<file path="config.mk">
export PLATFORM = sky130hd
export DESIGN_NAME = router_pkt_ctrl
export DESIGN_NICKNAME = d
export VERILOG_FILES = /design/src/rtl/router_pkg.sv /design/src/rtl/router_softreset_timer.sv /design/src/rtl/router_pkt_ctrl.sv
export SDC_FILE = /design/constraint.sdc
export NUM_CORES = 1
export LEC_CHECK = 0
export BUFFER_PORTS_ARGS = -buffer_cell sky130_fd_sc_hd__buf_2
export CORE_MARGIN = 2
export CORE_UTILIZATION = 57
export CTS_BUF_LIST = sky130_fd_sc_hd__clkbuf_8
export DETAILED_ROUTE_END_ITERATION = 7
export GPL_TIMING_DRIVEN = 0
export PLACE_DENSITY = 0.9
export SYNTH_ARGS = -nofsm -noshare
export SYNTH_HDL_FRONTEND = slang
export SYNTH_SLANG_ARGS = --single-unit
</file>
<file path="constraint.sdc">
create_clock -name clock -period 2.9 [get_ports clock]
set_input_delay 0.145 -clock clock [delete_from_list [all_inputs] [get_ports clock]]
set_output_delay 0.145 -clock clock [all_outputs]
set_load 0.005 [all_outputs]
</file>
<file path="src/rtl/router_pkg.sv">
// Shared types and constants for the router packet controller and its soft-reset timers.
// Pure declarations; no logic, no latency, no flow control.
package router_pkg;

    localparam int NUM_PORTS          = 3;
    localparam int ADDR_W             = 2;
    localparam int SOFT_RESET_TIMEOUT = 30;
    localparam int TMR_W              = $clog2(SOFT_RESET_TIMEOUT);

    localparam logic [ADDR_W-1:0] INVALID_ADDR = 2'b11;

    typedef enum logic [2:0] {
        DECODE_ADDRESS,
        WAIT_TILL_EMPTY,
        LOAD_FIRST_DATA,
        LOAD_DATA,
        FIFO_FULL_STATE,
        LOAD_PARITY,
        CHECK_PARITY_ERROR
    } state_t;

endpackage

</file>
<file path="src/rtl/router_softreset_timer.sv">
// Per-port idle-reader watchdog: pulses soft_reset when data sits unread for SOFT_RESET_TIMEOUT cycles.
// Latency: pulse is registered, one cycle after the timeout-th stalled cycle.
// Backpressure: none; any read or empty port clears the count.
module router_softreset_timer
    import router_pkg::*;
(
    input  logic clock,
    input  logic reset,
    input  logic vld,
    input  logic rd,
    output logic soft_reset
);

    logic [TMR_W-1:0] cnt;

    always_ff @(posedge clock) begin
        if (reset) begin
            cnt        <= '0;
            soft_reset <= 1'b0;
        end else if (!vld || rd) begin
            cnt        <= '0;
            soft_reset <= 1'b0;
        end else if (cnt == TMR_W'(SOFT_RESET_TIMEOUT - 1)) begin
            cnt        <= '0;
            soft_reset <= 1'b1;
        end else begin
            cnt        <= cnt + 1'b1;
            soft_reset <= 1'b0;
        end
    end

endmodule

</file>
<file path="src/rtl/router_pkt_ctrl.sv">
// Router packet controller: steers header/payload/parity bytes into one of three output FIFOs.
// Latency: header written 2 cycles after acceptance (3+ if the FIFO must drain), payload 1 byte/cycle.
// Backpressure: busy holds the source while waiting for an empty/non-full FIFO; ROUTER_SOFT_RESET_EN adds read timers.
module router_pkt_ctrl
    import router_pkg::*;
(
    input  logic                 clock,
    input  logic                 reset,
    input  logic                 pkt_valid,
    input  logic [7:0]           data_in,
    input  logic [NUM_PORTS-1:0] full,
    input  logic [NUM_PORTS-1:0] empty,
    input  logic [NUM_PORTS-1:0] read_enb,
    output logic [7:0]           dout,
    output logic [NUM_PORTS-1:0] write_enb,
    output logic                 lfd_state,
    output logic                 busy,
    output logic [NUM_PORTS-1:0] vld_out,
    output logic [NUM_PORTS-1:0] soft_reset,
    output logic                 parity_error
);

    state_t            state, state_nxt;
    logic [ADDR_W-1:0] dest;
    logic [ADDR_W-1:0] hdr_addr;
    logic [7:0]        parity;
    logic              abort;

    assign hdr_addr = data_in[ADDR_W-1:0];
    assign vld_out  = ~empty;
    // A soft reset of the destination FIFO drops the packet in flight.
    assign abort    = (state != DECODE_ADDRESS) && soft_reset[dest];

    always_ff @(posedge clock) begin
        if (reset) state <= DECODE_ADDRESS;
        else       state <= state_nxt;
    end

    always_comb begin
        state_nxt = state;
        case (state)
            DECODE_ADDRESS:
                if (pkt_valid && hdr_addr != INVALID_ADDR)
                    state_nxt = empty[hdr_addr] ? LOAD_FIRST_DATA : WAIT_TILL_EMPTY;
            WAIT_TILL_EMPTY:    if (empty[dest]) state_nxt = LOAD_FIRST_DATA;
            LOAD_FIRST_DATA:    state_nxt = LOAD_DATA;
            LOAD_DATA:
                if (full[dest])      state_nxt = FIFO_FULL_STATE;
                else if (!pkt_valid) state_nxt = LOAD_PARITY;
            FIFO_FULL_STATE:    if (!full[dest]) state_nxt = LOAD_DATA;
            LOAD_PARITY:        if (!full[dest]) state_nxt = CHECK_PARITY_ERROR;
            CHECK_PARITY_ERROR: state_nxt = DECODE_ADDRESS;
            default:            state_nxt = DECODE_ADDRESS;
        endcase
        if (abort) state_nxt = DECODE_ADDRESS;
    end

    always_comb begin
        busy      = 1'b1;
        lfd_state = 1'b0;
        write_enb = '0;
        case (state)
            DECODE_ADDRESS:  busy = 1'b0;
            LOAD_FIRST_DATA: lfd_state = 1'b1;
            LOAD_DATA:
                if (!full[dest]) begin
                    busy            = 1'b0;
                    write_enb[dest] = !abort;
                end
            LOAD_PARITY:     if (!full[dest]) write_enb[dest] = !abort;
            default:         ;
        endcase
    end

    always_ff @(posedge clock) begin
        if (reset) begin
            dout         <= '0;
            dest         <= '0;
            parity       <= '0;
            parity_error <= 1'b0;
        end else begin
            if (!busy) dout <= data_in;
            if (state == DECODE_ADDRESS) begin
                parity <= '0;
                if (state_nxt != DECODE_ADDRESS) dest <= hdr_addr;
            end
            // Header and payload only; the parity byte goes out from LOAD_PARITY.
            if (state == LOAD_DATA && |write_enb) parity <= parity ^ dout;
            // dout still holds the received parity byte while busy is high.
            if (state == CHECK_PARITY_ERROR) parity_error <= (parity != dout);
        end
    end

`ifdef ROUTER_SOFT_RESET_EN
    for (genvar g = 0; g < NUM_PORTS; g++) begin : g_tmr
        router_softreset_timer u_tmr (
            .clock      (clock),
            .reset      (reset),
            .vld        (vld_out[g]),
            .rd         (read_enb[g]),
            .soft_reset (soft_reset[g])
        );
    end
`else
    logic unused_read_enb;
    assign unused_read_enb = ^read_enb;
    assign soft_reset      = '0;
`endif

endmodule
</file>
Yosys cells after proc, flatten, opt, wreduce, memory -nomap -nowiden
Index checks and enable logic that the tools add are counted.
{ "word_totals": {"out_inout_bits": 20, "register_bits": 22, "wordCells": 57} }
{ "op_classes": {"bitwise_logic": 3, "n_reduce_logical": 12, "mux": 26, "eq_ne": 8, "n_lt_le_gt_ge": 3} }
{ "ops": {"columns": ["op", "count"], "rows": [
  ["3-bit 2-to-1 mux", 9],
  ["3-bit one-hot mux with 6 select lines", 1],
  ["8-bit 2-to-1 mux", 2],
  ["3-bit equality test (second input constant)", 3],
  ["1-bit binary-select mux with 2-bit select", 4],
  ["8-bit inequality test", 1],
  ["8-bit bitwise XOR", 1],
  ["1-bit 2-to-1 mux", 7],
  ["3-bit by 2-bit equality test with 1-bit output (second input constant)", 2],
  ["2-bit by 3-bit less-than comparator with 1-bit output (second input constant)", 2],
  ["3-bit nonzero test", 2],
  ["1-bit logical AND", 4],
  ["3-bit AND", 1],
  ["3-bit by 1-bit equality test with 1-bit output (second input constant)", 1],
  ["3-bit zero test", 1],
  ["3-bit NOT", 1],
  ["3-bit OR reduction", 1],
  ["1-bit demux with 2-bit select", 1],
  ["2-bit by 1-bit >= comparator with 1-bit output (second input constant)", 1],
  ["2-bit 2-to-1 mux", 1],
  ["2-bit inequality test (second input constant)", 1],
  ["1-bit one-hot mux with 2 select lines", 1],
  ["2-bit AND reduction", 1],
  ["2-bit nonzero test", 1],
  ["2 further kinds", 2]
]} }

Depth between registers and ports, before layout
{ "depth": {"word_depth": 10, "mapped_depth": 6, "mapped_depth_nobuf": 4} }

Least setup slack after synthesis
Ideal clock, no wire load.
{ "synth_timing": {"path_kind": "reg-to-reg", "start": "register dest[0]", "end": "register parity[0]", "path_buffers": 1, "stages_incl_launch_ff": 6, "setup_slack_ps": 1465, "synth_period_minus_slack_ps": 1435, "required_time_ps": 2786, "arrival_ps": 1321, "cell_sequence": "dfxtp_1 > buf_6 > mux2i_4 > a41oi_4 > o21a_2 > a21o_1"} }
{ "synth_via": {"elab_chain_cells": 10} }
{ "synth_lines": {"columns": ["item", "line_no", "text"], "rows": [
  ["from (decl)", "router_pkt_ctrl.sv:24", "logic [ADDR_W-1:0] dest;"],
  ["from (signal assigned)", "router_pkt_ctrl.sv:85", "if (state_nxt != DECODE_ADDRESS) dest <= hdr_addr;"],
  ["2-bit by 3-bit less-than comparator with 1-bit output (not written as such), or another cell as far along", "router_pkt_ctrl.sv:68, router_pkt_ctrl.sv:70", null],
  ["1-bit logical AND (not written as such) / 1-bit 2-to-1 mux (equally long branches)", "router_pkt_ctrl.sv:68, router_pkt_ctrl.sv:70, router_pkt_ctrl.sv:32", null],
  ["1-bit 2-to-1 mux (not written as such) / 1-bit logical AND (equally long branches)", "router_pkt_ctrl.sv:68, router_pkt_ctrl.sv:70, router_pkt_ctrl.sv:32", null],
  ["1-bit demux with 2-bit select / 1-bit zero test (equally long branches)", "router_pkt_ctrl.sv:68, router_pkt_ctrl.sv:70", null],
  ["3-bit AND (no source line)", null, null],
  ["3-bit 2-to-1 mux *", "router_pkt_ctrl.sv:66, router_pkt_ctrl.sv:70", null],
  ["3-bit 2-to-1 mux *", null, null],
  ["3-bit OR reduction *", "router_pkt_ctrl.sv:88", "if (state == LOAD_DATA && |write_enb) parity <= parity ^ dout;"],
  ["1-bit logical AND *", "router_pkt_ctrl.sv:88", null],
  ["8-bit 2-to-1 mux / 2-bit nonzero test (equally long branches)", null, null],
  ["to (signal assigned)", "router_pkt_ctrl.sv:88", null],
  ["to (decl)", "router_pkt_ctrl.sv:26", "logic [7:0] parity;"]
]} }
Every way passes the cells marked *; elsewhere a longest branch is shown, timed or not. The select of a mux whose other input is x is not followed.
A chain may end at the register's enable or synchronous reset.

Worst setup path in the final report
{ "layout_timing": {"start": "register state[0]", "end": "output busy"} }
{ "layout_via": {"elab_chain_cells": 2} }
{ "layout_lines": {"columns": ["item", "line_no", "text"], "rows": [
  ["from (decl)", "router_pkt_ctrl.sv:23", "state_t state, state_nxt;"],
  ["from (signal assigned)", "router_pkt_ctrl.sv:36", "else state <= state_nxt;"],
  ["3-bit by 2-bit equality test with 1-bit output / 3-bit zero test (equally long branches)", "router_pkt_ctrl.sv:62", "case (state)"],
  ["1-bit one-hot mux with 2 select lines *", "router_pkt_ctrl.sv:62", null],
  ["to (decl)", "router_pkt_ctrl.sv:17", "output logic busy,"]
]} }
Every way passes the cells marked *; elsewhere a longest branch is shown, timed or not.

==> flow_summary.json <==
{
  "final_cells": 224,
  "gp_congestion": 0.747,
  "synth_seq_cells": 22,
  "wl_per_cell_um": 14.3,
  "p_total_mw": 0.959,
  "grt_pass1_wl_mm": 5.35,
  "min_path_type": "in2reg",
  "multiInputGateArea_sq_um": 810,
  "worst_setup_path_start_kind": "flop",
  "ctsLongestPathBuffers": 2,
  "status": "finished, final reports clean",
  "grt_max_degree": 13,
  "register_area_sq_um": 440,
  "met1_length_mm": 1.43,
  "peakVddDrop_mv": 0.409,
  "viasPerCell": 5.87,
  "drtIter0Drc": 34,
  "met3_length_um": 188,
  "rr_worst_depth": 6,
  "final_cell_mix": "buf_2 (35), dfxtp_1 (22), nand2b_1 (19)",
  "design.core.area_sq_um": 2210,
  "synth_area_sq_um": 1330,
  "synth-edff-count": 0,
  "rsz0062_at_grt": "false",
  "ctsHoldBuffers": 0,
  "io_pins": 40,
  "cts_root_buffer": "clkbuf_8",
  "leakage_nw": 0.733,
  "synth_async_sr_flop_share_pct": 0,
  "wirelength_mm": 3.19,
  "numCtsBuffers": 3,
  "final-hold-violation-count": 0,
  "postRouteAntennaNets": 0,
  "grt_overflow_total": 0,
  "nNetsFinal": 217,
  "utilization_pct": 72.1,
  "cts.sinks": 22,
  "fillCellCount": 192,
  "grt_pass1_vias": 1205,
  "hp-start": "data_in[3]",
  "fmax_mhz": 546,
  "worstMarginPinSlew_ns": 0.573,
  "cts_tree": "yes",
  "via_count": 1314,
  "synthFlopType": "dfxtp_1",
  "dr.max_layer_used": "met4",
  "diodes": 0,
  "die-width_um": 52.3,
  "synth_cells": 157,
  "layout_commonest_cell": "buf_2",
  "cts.repair.resized": 0,
  "required_ns": 2.76,
  "p_per_area_nw_per_um2": 601,
  "holdWs_ns": 0.136,
  "cp-endpoint": "busy",
  "cp.arrival_ns": 1.69,
  "hpwl_mm": 2.33,
  "grt_usage_pct": 26.6,
  "slew_viol_final": 0,
  "placed_cells": 220,
  "placed_cell_area_sq_um": 1540,
  "yosysWarnings": 0,
  "rows": 17,
  "dr.pass1.iters": 4,
  "worst_slack_ns": 1.07,
  "syn_avg_cell_area_sq_um": 8.48,
  "die_area_sq_um": 2740,
  "clock-skew-final_ns": 0.00225,
  "area_growth_pct": 19.7,
  "antenna_found_initial": 0,
  "cp_max_fo": 10,
  "final_layout_size_suffix_gt1_share_pct": 25.0,
  "start_util_pct": 60.2,
  "pre_cts_ws_ns": 1.25,
  "setup_violations": 0,
  "detailroute.wirelength.met2_mm": 1.49,
  "ys_types": 39,
  "r2r-start": "state[2]",
  "maxSlewHeadroom_pct": 61.6,
  "cap_violations": 0,
  "cts_setup_buffers": 0,
  "cts.clk_slew.worst_paths_ns": 0.08,
  "stdcell_area_sq_um": 1590,
  "synth-seq-area-share_pct": 33.1,
  "finalCritPeriodShare_pct": 63.1,
  "crit_path_start": "state[0]",
  "ff2ff_setup_slack_ns": 1.21,
  "dieHeight_um": 52.3,
  "route.detailed.drc": 0,
  "htree_levels": 1,
  "cp-end-kind": "primary output",
  "port_buffers": 33,
  "fin_crit_ns": 1.83,
  "clock_latency_ns": 0.27,
  "tns_ns": 0,
  "critical_path_class": "reg2out",
  "timing.rr.end": "parity[1]"
}
[sequential cells by signal (all words and copies together), names as in the netlist]
signal and count:
dout 8, parity 8, state 3, dest 2, parity_error 1
[kinds of logic (layout without fill, tap and decap cells)]
family          count (synthesis)  in the layout  synth area share, %
flops                          22             22                 33.1
xor+xnor                        5              5                 3.29
buf+inv                        17             54                 6.67
simple gates                   56             56                 24.3
mux                             5              5                 4.79
other cells                     1              3                0.282
compound gates                 51             51                 27.5
[cell usage after synthesis, types with 4 or more instances]
cell type,number,area (sq um)
dfxtp_1,22,440
nand2b_1,19,119
a21oi_1,11,55.1
o21ai_0,11,55.1
nand3_1,10,50.1
a21o_1,9,67.6
a2111oi_0,8,70.1
nor2_1,6,22.5
inv_1,5,18.8
o211ai_1,5,37.5
buf_4,4,30.0
clkbuf_1,4,15.0
xnor2_1,4,35.0
[report_power, final]
part	switching (mW)	leakage (nW)	internal (mW)	total [mW]
combinational	0.199	0.525	0.155	0.353
clock	0.102	0.0288	0.121	0.223
sequential	0.0435	0.180	0.339	0.382
[worst max-delay path: stages, from the launching register on]
cell and delay, ns:
dfxtp_1 0.46, buf_2 0.25, and3b_1 0.23, o211a_1 0.29, nor2_1 0.06, buf_2 0.13
[how the worst min path moves through the flow]
stage	end	cells after the start
4_1_cts	dout[3]	3
2_1_floorplan	dest[0]	2
6_report	dout[3]	3
5_1_grt	dout[7]	3
3_5_place_dp	dout[3]	3
3_3_place_gp	dout[5]	3
[per-layer routing]
layer  global-route usage (%)  vias to the layer above
li1                         -                      649
met1                     33.9                      613
met2                     42.5                       41
met3                     5.71                       11
met4                     12.4                        0
met5                        0                        -
[layout make-up]
class,instances,share of cell area [%]
plain buffers,12,4.40
clock buffers,4,3.45
inverters,5,1.18
multi-input cells,120,50.8
flip-flops and latches,22,27.6
well taps,28,2.20
repair buffers,33,10.4
Power figures use the tool's default switching activity.
